File: src/rtl/blackjack_card_dealer.sv
// blackjack_card_dealer: shared no-replacement shoe with opening deal and reshuffle.
// Optional macro ROUND_ROBIN_EN: alternate grants on contested player/dealer requests.
module blackjack_card_dealer #(
   parameter int          DECK_SIZE = 52,
   parameter int          LOW_WATER = 12,
   parameter logic [15:0] LFSR_SEED = 16'hACE1
) (
   input  logic       clock,
   input  logic       reset,
   input  logic       start_round,
   input  logic       player_req,
   input  logic       dealer_req,
   output logic [3:0] card,
   output logic       card_valid,
   output logic       card_to_player,
   output logic       card_to_dealer,
   output logic [6:0] cards_left,
   output logic       round_ready,
   output logic       shuffling
);

   localparam logic [6:0] FULL = 7'(DECK_SIZE);
   localparam logic [6:0] LOW  = 7'(LOW_WATER);

   typedef enum logic [2:0] {
      IDLE, SHUFFLE, DEAL, READY, DRAW, PRESENT
   } state_t;

   state_t      state, state_n;
   state_t      resume, resume_n;
   logic [15:0] lfsr;
   logic [63:0] used;
   logic [6:0]  left_q;
   logic [2:0]  deal_cnt, deal_cnt_n;
   logic        dealing, dealing_n;
   logic        to_p, to_p_n;
   logic [3:0]  rank;
   logic [5:0]  idx;
   logic        hit, take, clear;
   logic        low, grant_p;

   assign idx        = lfsr[5:0];
   assign hit        = (int'(idx) < DECK_SIZE) && !used[idx];
   assign low        = left_q < LOW;
   assign cards_left = left_q;

`ifdef ROUND_ROBIN_EN
   logic last_dealer;
   logic contest;

   assign contest = player_req && dealer_req;
   assign grant_p = player_req && (!dealer_req || last_dealer);

   // Remember the winner of the last contested grant
   always_ff @(posedge clock or posedge reset) begin
      if (reset)
         last_dealer <= 1'b1;
      else if (state == READY && !start_round && contest)
         last_dealer <= !grant_p;
   end
`else
   assign grant_p = player_req;
`endif

   // Galois LFSR free-runs every cycle to supply candidate indices
   always_ff @(posedge clock or posedge reset) begin
      if (reset)
         lfsr <= LFSR_SEED;
      else
         lfsr <= (lfsr >> 1) ^ (lfsr[0] ? 16'hB400 : 16'h0000);
   end

   // State register
   always_ff @(posedge clock or posedge reset) begin
      if (reset)
         state <= IDLE;
      else
         state <= state_n;
   end

   // Shoe contents, draw latches and deal progress
   always_ff @(posedge clock or posedge reset) begin
      if (reset) begin
         used     <= '0;
         left_q   <= FULL;
         rank     <= '0;
         to_p     <= 1'b0;
         deal_cnt <= '0;
         dealing  <= 1'b0;
         resume   <= IDLE;
      end else begin
         deal_cnt <= deal_cnt_n;
         dealing  <= dealing_n;
         to_p     <= to_p_n;
         resume   <= resume_n;
         if (clear) begin
            used   <= '0;
            left_q <= FULL;
         end else if (take) begin
            used[idx] <= 1'b1;
            left_q    <= left_q - 7'd1;
            rank      <= 4'(idx % 6'd13) + 4'd1;
         end
      end
   end

   // Next-state and output decode
   always_comb begin
      state_n        = state;
      resume_n       = resume;
      deal_cnt_n     = deal_cnt;
      dealing_n      = dealing;
      to_p_n         = to_p;
      take           = 1'b0;
      clear          = 1'b0;
      card           = '0;
      card_valid     = 1'b0;
      card_to_player = 1'b0;
      card_to_dealer = 1'b0;
      round_ready    = 1'b0;
      shuffling      = 1'b0;
      unique case (state)
         IDLE: begin
            if (start_round) begin
               deal_cnt_n = '0;
               dealing_n  = 1'b1;
               resume_n   = DEAL;
               state_n    = low ? SHUFFLE : DEAL;
            end
         end
         SHUFFLE: begin
            shuffling = 1'b1;
            clear     = 1'b1;
            state_n   = resume;
         end
         DEAL: begin
            if (deal_cnt == 3'd4) begin
               dealing_n = 1'b0;
               state_n   = READY;
            end else if (left_q == 7'd0) begin
               resume_n = DEAL;
               state_n  = SHUFFLE;
            end else begin
               to_p_n  = !deal_cnt[0];
               state_n = DRAW;
            end
         end
         READY: begin
            round_ready = 1'b1;
            if (start_round) begin
               deal_cnt_n = '0;
               dealing_n  = 1'b1;
               resume_n   = DEAL;
               state_n    = low ? SHUFFLE : DEAL;
            end else if (player_req || dealer_req) begin
               to_p_n   = grant_p;
               resume_n = DRAW;
               state_n  = (left_q == 7'd0) ? SHUFFLE : DRAW;
            end
         end
         DRAW: begin
            if (hit) begin
               take    = 1'b1;
               state_n = PRESENT;
            end
         end
         PRESENT: begin
            card_valid     = 1'b1;
            card           = rank;
            card_to_player = to_p;
            card_to_dealer = !to_p;
            if (dealing) begin
               deal_cnt_n = deal_cnt + 3'd1;
               state_n    = DEAL;
            end else begin
               state_n = READY;
            end
         end
         default: state_n = IDLE;
      endcase
   end

endmodule

File: config.mk
export PLATFORM = sky130hd
export DESIGN_NAME = blackjack_card_dealer
export DESIGN_NICKNAME = d
export VERILOG_FILES = /design/src/rtl/blackjack_card_dealer.sv
export SDC_FILE = /design/constraint.sdc
export NUM_CORES = 1
export LEC_CHECK = 0
export CORE_MARGIN = 2
export CORE_UTILIZATION = 45
export DETAILED_ROUTE_END_ITERATION = 10
export DONT_BUFFER_PORTS = 1
export GPL_TIMING_DRIVEN = 0
export SETUP_SLACK_MARGIN = 0.2
export SLEW_MARGIN = 20
export SYNTH_ARGS = -nofsm -noshare
export SYNTH_HDL_FRONTEND = slang
export SYNTH_SLANG_ARGS = --single-unit
File: constraint.sdc
create_clock -name clock -period 3.81 [get_ports clock]
set_input_delay 0.381 -clock clock [delete_from_list [all_inputs] [get_ports clock]]
set_output_delay 0.381 -clock clock [all_outputs]
set_load 0.03 [all_outputs]
==> flow_summary.yaml, run 1 <==
min_path:
  min_path_type: "in -> reg"
  worstHoldStart: "player_req"
synth:
  synth-main-ff-cell: "sky130_fd_sc_hd__dfrtp_1"
  synth-seq-area-share: 0.488
  synth.avg_cell_area_sq_um: 9.47
  ys.warnings.count: 0
  postSynthNetCount: 498
  yosys_register_bits: 89
  synth_area_sq_um: 4590
  synthesis.instances: 485
  async_reset_ff_frac: 1.00
  library_cells_used_by_synthesis: 61
  synth_top_area_cell: "sky130_fd_sc_hd__dfrtp_1"
  yosys.area.top_type_share: 0.425
  synth_edf_count: 0
  ys_top_cells_by_area: "sky130_fd_sc_hd__dfrtp_1 (42%), sky130_fd_sc_hd__dfstp_2 (6.3%), sky130_fd_sc_hd__nand2_1 (6.0%)"
worst_setup_path:
  worst-path-max-fanout: 10
  crit_slowest_cell: "sky130_fd_sc_hd__dfrtp_2"
  start_kind: "flip-flop"
  startpoint: "lfsr[2]"
  cp_data_required_time_ps: 4060
  regToRegStartpoint: "lfsr[2]"
  worstPathCellList: "buf_4, buf_4, buf_4, a21oi_4, ha_4, o2bb2ai_4, mux2i_2, inv_1, ha_1, nand2b_1, a31oi_4, xnor2_1, ha_1, xnor2_1, xnor2_1, mux2_2"
  critical_path_buf_inv_count: 4
  cp.arrival_ps: 3810
  crit_type: "reg -> reg"
  endpoint_kind: "flip-flop"
  max_stage_delay_ps: 430
  top_family_by_delay_on_critical_path: "buffers and inverters"
die:
  row_count: 36
  die-width_um: 105
  fp.coreArea_sq_um: 9820
  floorplan.die_area_sq_um: 11000
  die_height_um: 105
  boundaryPins: 21
  floorplan.initialDensity: 0.468
finish:
  post_layout_nonfiller_instances: 641
  commonest_non_fill_non_tap_cell_in_the_layout: "sky130_fd_sc_hd__dfrtp_1"
  area.growth.synth_to_final_pct: 11.1
  nFillCells: 971
  n_antenna_cell: 0
  nets_finish: 516
  post_route_cells_drive_above_1_share: 0.130
  postLayoutCoreUtil: 0.520
  mostFrequentLayoutCells: "sky130_fd_sc_hd__dfrtp_1 (77), sky130_fd_sc_hd__nand2_1 (74), sky130_fd_sc_hd__nor2_1 (41)"
route:
  drt_first_pass_iters: 5
  vias: 3766
  routedWlPerCell_um: 18.4
  drt-vias-per-instance: 5.88
  drtIter0Drc: 198
  routed_wirelength_um: 11800
  detail_route.drc_violations: 0
  antenna_left: 0
clocking:
  cts_sinks: 89
  numCtsBuffers: 9
  clk_transition_reported_paths_ps: 90
  cts_tree: "yes"
  cts_max_path_buffers: 2
  h-tree-depth: 3
  clock_insertion_delay_worst_skew_ps: 370
  ctsRootBufferMaster: "sky130_fd_sc_hd__clkbuf_8"
placement:
  place_congestion: 0.874
  place_hpwl_um: 8140
  pre_cts_setup_slack_ps: -418
  post_place_cells: 619
  io_buffer_count: 0
sta:
  max_slew_headroom_at_the_worst_pin: 0.409
  post-route-worst-setup-slack_ps: 260
  layout_worst_path_cycle_share: 0.932
  timing_worst_slew_pin_value_ps: 886
  clock-skew-final_ps: 11.8
  fin_hold_ws_ps: 242
  final_hold_viol_count: 0
  final_setup_violation_count: 0
  setup_repair_after_global_routing_missed_its_margin: "yes"
  period_needed_ps: 3550
  max_freq_ghz: 0.282
  finalMaxSlewViolations: 0
grt:
  global_route.usage.total: 0.229
  overflow: 0
  grt_first_pass_wirelength_um: 19600
  via_count_of_the_first_global_routing_pass: 3722
  antenna_found_initial: 0
  grt_max_degree: 51
power_and_ir_drop:
  sw_frac_of_total: 0.362
  internal_power_mw: 1.55
  pwr-share-clk: 0.273
  power_density_nw_per_um2: 477
  leakagePower_nw: 2.17
  totalPowerFinal_mw: 2.43
  total_switching_power_mw: 0.881
  p_comb_frac: 0.249
  vdd_ir_drop_max_mv: 0.316
  power.share.sequential: 0.477
job:
  cap_violations: 0
run_status:
  outcome: "complete, no violations"
-- routing by layer --
layer | track usage | vias to the layer above | routed length, um
li1 | - | 1762 | -
met1 | 0.315 | 1872 | 5400
met2 | 0.353 | 108 | 5450
met3 | 0.0536 | 24 | 629
met4 | 0.0810 | 0 | 315
met5 | 0 | - | 0
-- stage by stage --
stage | TNS [ps] | cell area, sq um
floorplan | 0 | 4590
global placement | -711 | 4760
detailed placement | -824 | 4790
CTS | 0 | 5060
global route | 0 | 5100
finish | 0 | 5100
-- flip-flops by register name (all words and copies together) (netlist names) --
register / flops
resume: 2
rank: 4
used: 52
cards_left: 7
to_p: 1
deal_cnt: 3
dealing: 1
state: 3
lfsr: 16
-- power groups by stage --
| stage | Sequential (mW) | Combinational [mW] | Clock [mW] |
|---|---|---|---|
| 2_1_floorplan | 1.15 | 0.443 | 0 |
| 3_3_place_gp | 1.17 | 0.573 | 0 |
| 3_5_place_dp | 1.18 | 0.586 | 0 |
| 4_1_cts | 1.16 | 0.590 | 0.686 |
| 5_1_grt | 1.18 | 0.680 | 0.723 |
| 6_report | 1.16 | 0.607 | 0.665 |
-- layout make-up --
class / count / area [sq um] / area share
plain buffers: 29 / 133 / 0.0260
clock buffers: 10 / 128 / 0.0250
clock inverters: 6 / 72.6 / 0.0142
inverters: 16 / 62.6 / 0.0123
multi-input cells: 351 / 2220 / 0.436
flip-flops and latches: 89 / 2240 / 0.439
well taps: 133 / 166 / 0.0326
repair buffers: 7 / 75.1 / 0.0147
-- cell usage after synthesis (4+ instances only) --
cell type / instances
sky130_fd_sc_hd__buf_2: 8
sky130_fd_sc_hd__nand3_1: 9
sky130_fd_sc_hd__o211ai_1: 4
sky130_fd_sc_hd__nor3_1: 10
sky130_fd_sc_hd__inv_1: 15
sky130_fd_sc_hd__dfrtp_1: 78
sky130_fd_sc_hd__nor2_1: 41
sky130_fd_sc_hd__mux2i_1: 12
sky130_fd_sc_hd__nand2_1: 74
sky130_fd_sc_hd__clkbuf_1: 15
sky130_fd_sc_hd__nor2b_1: 8
sky130_fd_sc_hd__mux2_2: 5
sky130_fd_sc_hd__and3_1: 10
sky130_fd_sc_hd__a221oi_1: 5
sky130_fd_sc_hd__ha_1: 8
sky130_fd_sc_hd__xor2_1: 4
sky130_fd_sc_hd__xnor2_1: 5
sky130_fd_sc_hd__mux4_2: 4
sky130_fd_sc_hd__dfstp_2: 11
sky130_fd_sc_hd__nand2b_1: 7
sky130_fd_sc_hd__a31oi_1: 13
sky130_fd_sc_hd__o21ai_1: 33
sky130_fd_sc_hd__a21oi_1: 20
sky130_fd_sc_hd__o21ai_0: 25
-- timing repair --
action / in CTS / in global routing
resized for setup: 11 / 0
hold endpoints to repair: 38 / 0
endpoints found under the setup margin: 4 / 36
buffers inserted: 0 / 5
gates cloned: 0 / 0
hold buffers: 1 / 0
pin swaps: 0 / 1
-- final timing paths --
path,to,slack [ps],cells past startpoint
hold reg to reg,lfsr[11],360,0
min in group asynchronous,cards_left[1],540,2
hold / removal,state[0],240,3
max in group asynchronous,lfsr[7],2560,3
setup reg to reg,rank[2],260,16
setup / recovery,rank[2],260,16
-- cells by family (layout without fill, tap and decap cells) --
group	count (synthesis)	count (layout)	synth area share
multiplexers	24	24	0.0654
buffers and inverters	45	68	0.0414
XOR/XNOR	9	9	0.0172
AND/OR/NAND/NOR	181	181	0.189
adder cells (fa/ha/maj)	8	8	0.0218
AO/OA/AOI/OAI	129	129	0.177
flip-flops	89	89	0.488
-- worst register-to-register path, delay by kind of cell (launching register included) --
family	cells	cell delay [ps]
muxes	2	550
xor gates and xnor gates	3	380
adders and majority gates	3	610
and+or+nand+nor	1	160
DFF	1	430
buffers and inverters	4	750
AOI/OAI and AO/OA	3	530
Power figures use the tool's default switching activity.
==> run 2: changes to the inputs <==
--- a/config.mk
+++ b/config.mk
@@ -5,7 +5,7 @@
 export SDC_FILE = /design/constraint.sdc
 export NUM_CORES = 1
 export LEC_CHECK = 0
-export CORE_MARGIN = 2
+export CORE_MARGIN = 8
 export CORE_UTILIZATION = 45
 export DETAILED_ROUTE_END_ITERATION = 10
 export DONT_BUFFER_PORTS = 1
==> run 2 against run 1 <==
Clock skew up 7.4 ps. Total power shrank 2.6%. First-iteration DRC count up 58%. Critical path depth did not move. Core utilization decreased by 1.8 points. Final cell count is 0.31% higher. Clock power fell by 9.0%. Design area fell by 0.42%. Via count fell by 0.53%. Register-to-register slack improved by 90 ps. Hold slack got worse by 12 ps. Combinational power barely moved. Critical path type unchanged. Critical endpoint unchanged. Largest cell class unchanged.
==> flow_summary.yaml, run 2 (synthesis results as in run 1) <==
worst_setup_path:
  endpoint_kind: "flip-flop"
  worst-path-max-fanout: 10
  start_kind: "flip-flop"
  cp.arrival_ps: 3730
  cp_data_required_time_ps: 4080
  worst-r2r-cell-count: 16
  crit_type: "reg -> reg"
grt:
  antenna_found_initial: 0
  global_route.usage.total: 0.194
  grt_first_pass_wirelength_um: 19900
  via_count_of_the_first_global_routing_pass: 3585
  overflow: 0
  grt_max_degree: 59
clocking:
  cts_tree: "yes"
  cts_sinks: 89
  cts_max_path_buffers: 2
  h-tree-depth: 3
  clk_transition_reported_paths_ps: 80
  numCtsBuffers: 9
  clock_insertion_delay_worst_skew_ps: 390
  ctsRootBufferMaster: "sky130_fd_sc_hd__clkbuf_8"
power_and_ir_drop:
  leakagePower_nw: 2.16
  vdd_ir_drop_max_mv: 0.358
  power_density_nw_per_um2: 467
route:
  detail_route.drc_violations: 0
  drt_first_pass_iters: 5
  drt-vias-per-instance: 5.83
  antenna_left: 0
  drtIter0Drc: 312
  routed_wirelength_um: 12000
  routedWlPerCell_um: 18.7
  vias: 3746
die:
  die_height_um: 117
  die-width_um: 117
  boundaryPins: 21
  floorplan.initialDensity: 0.453
  row_count: 37
  fp.coreArea_sq_um: 10100
  floorplan.die_area_sq_um: 13700
finish:
  area.growth.synth_to_final_pct: 10.7
  mostFrequentLayoutCells: "sky130_fd_sc_hd__dfrtp_1 (77), sky130_fd_sc_hd__nand2_1 (74), sky130_fd_sc_hd__nor2_1 (41)"
  post_route_cells_drive_above_1_share: 0.128
  finish.instance_area_sq_um: 5080
  commonest_non_fill_non_tap_cell_in_the_layout: "sky130_fd_sc_hd__dfrtp_1"
  registers.top_by_ff_count: "used"
  n_antenna_cell: 0
  nets_finish: 515
  largest_register_ff_count: 52
sta:
  final_hold_viol_count: 0
  period_needed_ps: 3460
  clock-skew-final_ps: 19.2
  setup_repair_after_global_routing_missed_its_margin: "yes"
  timing_worst_slew_pin_value_ps: 1020
  finalMaxSlewViolations: 0
  final_setup_violation_count: 0
  sum_of_negative_setup_slack_ps: 0
  max_freq_ghz: 0.289
  max_slew_headroom_at_the_worst_pin: 0.302
  layout_worst_path_cycle_share: 0.908
  fin_hold_ws_ps: 230
placement:
  io_buffer_count: 0
  detailed_place.area_sq_um: 4790
  place_congestion: 0.873
  place_hpwl_um: 8290
run_status:
  outcome: "complete, no violations"
job:
  cap_violations: 0
min_path:
  min_path_type: "in -> reg"
  hold_depth: 3
## run 2: area by class of cell
class                   instances  area, sq um
clock inverters                 5         38.8
well taps                     136          170
repair buffers                  6         67.6
flip-flops and latches         89         2240
clock buffers                  11          141
multi-input cells             351         2220
plain buffers                  29          136
inverters                      16         62.6
fillers                       961         5060
## run 2: per-stage QoR
stage	setup slack, ps	total power, mW	utilization	std cells
finish	349	2.37	0.501	643
global route	177	2.50	0.501	643
CTS	234	2.38	0.498	639
detailed placement	-380	1.77	0.473	622
global placement	-355	1.75	0.470	621
floorplan	273	1.60	-	485
## run 2: critical path, stage by stage (launching register included)
cell	delay [ps]
sky130_fd_sc_hd__dfrtp_2	400
sky130_fd_sc_hd__buf_4	200
sky130_fd_sc_hd__buf_6	190
sky130_fd_sc_hd__buf_4	200
sky130_fd_sc_hd__a21oi_4	90
sky130_fd_sc_hd__ha_4	200
sky130_fd_sc_hd__o2bb2ai_4	190
sky130_fd_sc_hd__mux2i_2	290
sky130_fd_sc_hd__inv_1	100
sky130_fd_sc_hd__ha_1	170
sky130_fd_sc_hd__nand2b_1	170
sky130_fd_sc_hd__a31oi_4	250
sky130_fd_sc_hd__xnor2_1	120
sky130_fd_sc_hd__ha_1	240
sky130_fd_sc_hd__xnor2_1	140
sky130_fd_sc_hd__xnor2_1	130
sky130_fd_sc_hd__mux2_2	250
## run 2: timing repair
item	in CTS	in global routing
buffers inserted	0	4
endpoints found under the hold margin	28	0
pin swaps	0	1
hold buffers	1	0
resized for setup	11	1
setup endpoints to repair	3	9
gates cloned	0	0
## run 2: final timing paths
kind | startpoint | endpoint | slack (ps)
max reg2reg | lfsr[2] | rank[2] | 350
max in group asynchronous | reset | lfsr[5] | 2620
min in group asynchronous | reset | cards_left[6] | 480
min reg2reg | lfsr[8] | lfsr[7] | 360
min | player_req | state[0] | 230
max | lfsr[2] | rank[2] | 350
## run 2: where the power goes
| part | switching (mW) | internal (mW) |
|---|---|---|
| sequential | 0.132 | 1.03 |
| combinational | 0.398 | 0.210 |
| clock | 0.347 | 0.258 |
## run 2: per-layer routing
layer  wire [um]  GRT usage  share of wire
met3         717     0.0570          0.060
met5           0          0              0
met4         136     0.0529          0.011
met1        5560      0.258           0.46
met2        5580      0.301           0.46
==> run 3: changes to the inputs <==
--- a/config.mk
+++ b/config.mk
@@ -10,6 +10,7 @@
 export DETAILED_ROUTE_END_ITERATION = 10
 export DONT_BUFFER_PORTS = 1
 export GPL_TIMING_DRIVEN = 0
+export REMOVE_ABC_BUFFERS = 1
 export SETUP_SLACK_MARGIN = 0.2
 export SLEW_MARGIN = 20
 export SYNTH_ARGS = -nofsm -noshare
==> run 3 against run 2 <==
Routed wire length fell by 10%. Critical path depth fell by 2. Total power fell by 1.4%. Design area fell by 0.84%. Clock skew barely moved. Core utilization fell by 0.42 points. First-iteration DRC count fell by 15%. Hold slack got worse by 5.9 ps. Fmax rose by 2.9%.
==> flow_summary.yaml, run 3 (synthesis results as in run 1) <==
clocking:
  cts_sinks: 89
  clock_insertion_delay_worst_skew_ps: 380
  h-tree-depth: 3
  ctsRootBufferMaster: "sky130_fd_sc_hd__clkbuf_8"
  cts_max_path_buffers: 2
  clk_transition_reported_paths_ps: 90
  cts_tree: "yes"
  numCtsBuffers: 9
grt:
  global_route.usage.total: 0.171
  grt_max_degree: 59
  grt_first_pass_wirelength_um: 18000
  antenna_found_initial: 0
  via_count_of_the_first_global_routing_pass: 3429
  overflow: 0
route:
  drtIter0Drc: 266
  antenna_left: 0
  routedWlPerCell_um: 17.4
  drt_first_pass_iters: 5
  drt-vias-per-instance: 5.79
  detail_route.drc_violations: 0
  routed_wirelength_um: 10800
  vias: 3587
worst_setup_path:
  cell_repeated_most_along_the_worst_path: "sky130_fd_sc_hd__xnor2_1"
  crit_slowest_cell: "sky130_fd_sc_hd__dfstp_4"
  cp.arrival_ps: 3620
  worstPathCellList: "and4b_1, a21oi_4, ha_4, o2bb2ai_4, mux2i_2, inv_1, ha_1, nand2b_1, a31oi_4, xnor2_1, ha_1, xnor2_1, xnor2_1, mux2_2"
  crit_type: "reg -> reg"
  max_stage_delay_ps: 680
  startpoint: "lfsr[5]"
  cp_data_required_time_ps: 4070
  start_kind: "flip-flop"
  endpoint_kind: "flip-flop"
  worst-path-max-fanout: 9
  regToRegStartpoint: "lfsr[5]"
job:
  cap_violations: 0
placement:
  detailed_place.area_sq_um: 4710
  place_congestion: 0.776
  post_place_cells: 596
  place_hpwl_um: 6920
  io_buffer_count: 0
die:
  floorplan.die_area_sq_um: 13700
  floorplan.initialDensity: 0.453
  boundaryPins: 21
  die-width_um: 117
  fp.coreArea_sq_um: 10100
  die_height_um: 117
  row_count: 37
power_and_ir_drop:
  vdd_ir_drop_max_mv: 0.224
  pwr-share-clk: 0.267
  totalPowerFinal_mw: 2.34
  internal_power_mw: 1.49
  power_density_nw_per_um2: 464
  total_switching_power_mw: 0.845
  sw_frac_of_total: 0.362
  leakagePower_nw: 2.12
  p_comb_frac: 0.227
  power.share.sequential: 0.506
sta:
  finalMaxSlewViolations: 0
  period_needed_ps: 3360
  fin_hold_ws_ps: 224
  final_setup_violation_count: 0
  timing_worst_slew_pin_value_ps: 1010
  max_freq_ghz: 0.297
  final_hold_viol_count: 0
  max_slew_headroom_at_the_worst_pin: 0.312
  layout_worst_path_cycle_share: 0.883
  setup_repair_after_global_routing_missed_its_margin: "no"
  clock-skew-final_ps: 19.1
finish:
  area.growth.synth_to_final_pct: 9.72
  post_route_cells_drive_above_1_share: 0.133
  n_antenna_cell: 0
  post_layout_nonfiller_instances: 619
  largest_register_ff_count: 52
  mostFrequentLayoutCells: "sky130_fd_sc_hd__nand2_1 (74), sky130_fd_sc_hd__dfrtp_1 (74), sky130_fd_sc_hd__nor2_1 (41)"
  registers.top_by_ff_count: "used"
  finish.instance_area_sq_um: 5040
  nets_finish: 491
min_path:
  min_path_type: "in -> reg"
  worstHoldStart: "player_req"
run_status:
  outcome: "complete, no violations"
-- run 3: changes by cell type in the layout (fill, tap and decap cells not counted), moves of 2 or more --
| cell | previous run | this run |
|---|---|---|
| sky130_fd_sc_hd__dfstp_4 | 0 | 2 |
| sky130_fd_sc_hd__buf_8 | 0 | 2 |
| sky130_fd_sc_hd__buf_1 | 3 | 0 |
| sky130_fd_sc_hd__buf_2 | 7 | 0 |
| sky130_fd_sc_hd__dfrtp_4 | 0 | 2 |
| sky130_fd_sc_hd__dfstp_2 | 11 | 9 |
| sky130_fd_sc_hd__buf_4 | 7 | 5 |
| sky130_fd_sc_hd__clkbuf_1 | 16 | 0 |
| sky130_fd_sc_hd__dfrtp_1 | 77 | 74 |
-- run 3: layer usage --
| layer | track usage | share of wire | vias to the layer above |
|---|---|---|---|
| met5 | 0 | 0 | - |
| met4 | 0.0666 | 0.011 | 0 |
| met3 | 0.0369 | 0.056 | 10 |
| met2 | 0.265 | 0.48 | 94 |
| met1 | 0.229 | 0.45 | 1776 |
| li1 | - | - | 1707 |
-- run 3: what timing repair did --
item	CTS	global route
endpoints found under the hold margin	28	0
setup buffers	1	5
resized for setup	10	7
pin swaps	0	0
hold buffers	1	0
endpoints found under the setup margin	4	9
-- run 3: per-stage QoR --
stage / utilization / TNS (ps) / setup slack, ps
6_report: 0.497 / 0 / 445
5_1_grt: 0.497 / 0 / 177
4_1_cts: 0.490 / 0 / 206
3_5_place_dp: 0.465 / -1250 / -529
3_3_place_gp: 0.457 / -35570 / -736
2_1_floorplan: - / 0 / 154
-- run 3: final cells by class --
| class | instances | area (sq um) |
|---|---|---|
| Inverter | 16 | 62.6 |
| Tap cell | 136 | 170 |
| Fill cell | 935 | 5100 |
| Sequential cell | 89 | 2260 |
| Clock buffer | 10 | 138 |
| Timing Repair Buffer | 11 | 136 |
| Clock inverter | 6 | 50.0 |
| Multi-Input combinational cell | 351 | 2220 |
-- run 3: power groups by stage --
stage               clock network [mW]  registers, mW  logic [mW]
global placement                     0           1.20       0.485
finish                           0.625           1.18       0.531
detailed placement                   0           1.20       0.532
global route                     0.678           1.20       0.594
CTS                              0.645           1.18       0.535
floorplan                            0           1.17       0.392
-- run 3: worst max-delay path: cells and delay by family, from the launching register on --
kind                     cells  cell delay [ps]
flip-flops                   1              680
adder cells (fa/ha/maj)      3              600
AO/OA/AOI/OAI                3              530
multiplexers                 2              520
AND/OR/NAND/NOR              2              440
XOR/XNOR                     3              380
buffers and inverters        1               80
-- run 3: path summary, 6_finish.rpt --
kind / depth (start not counted) / slack (ps) / to
max in group asynchronous: 3 / 2620 / lfsr[10]
worst max register to register: 14 / 450 / rank[2]
worst max-delay path: 14 / 450 / rank[2]
worst min-delay path: 3 / 220 / state[0]
worst min register to register: 0 / 360 / lfsr[8]
min in group asynchronous: 2 / 490 / cards_left[0]
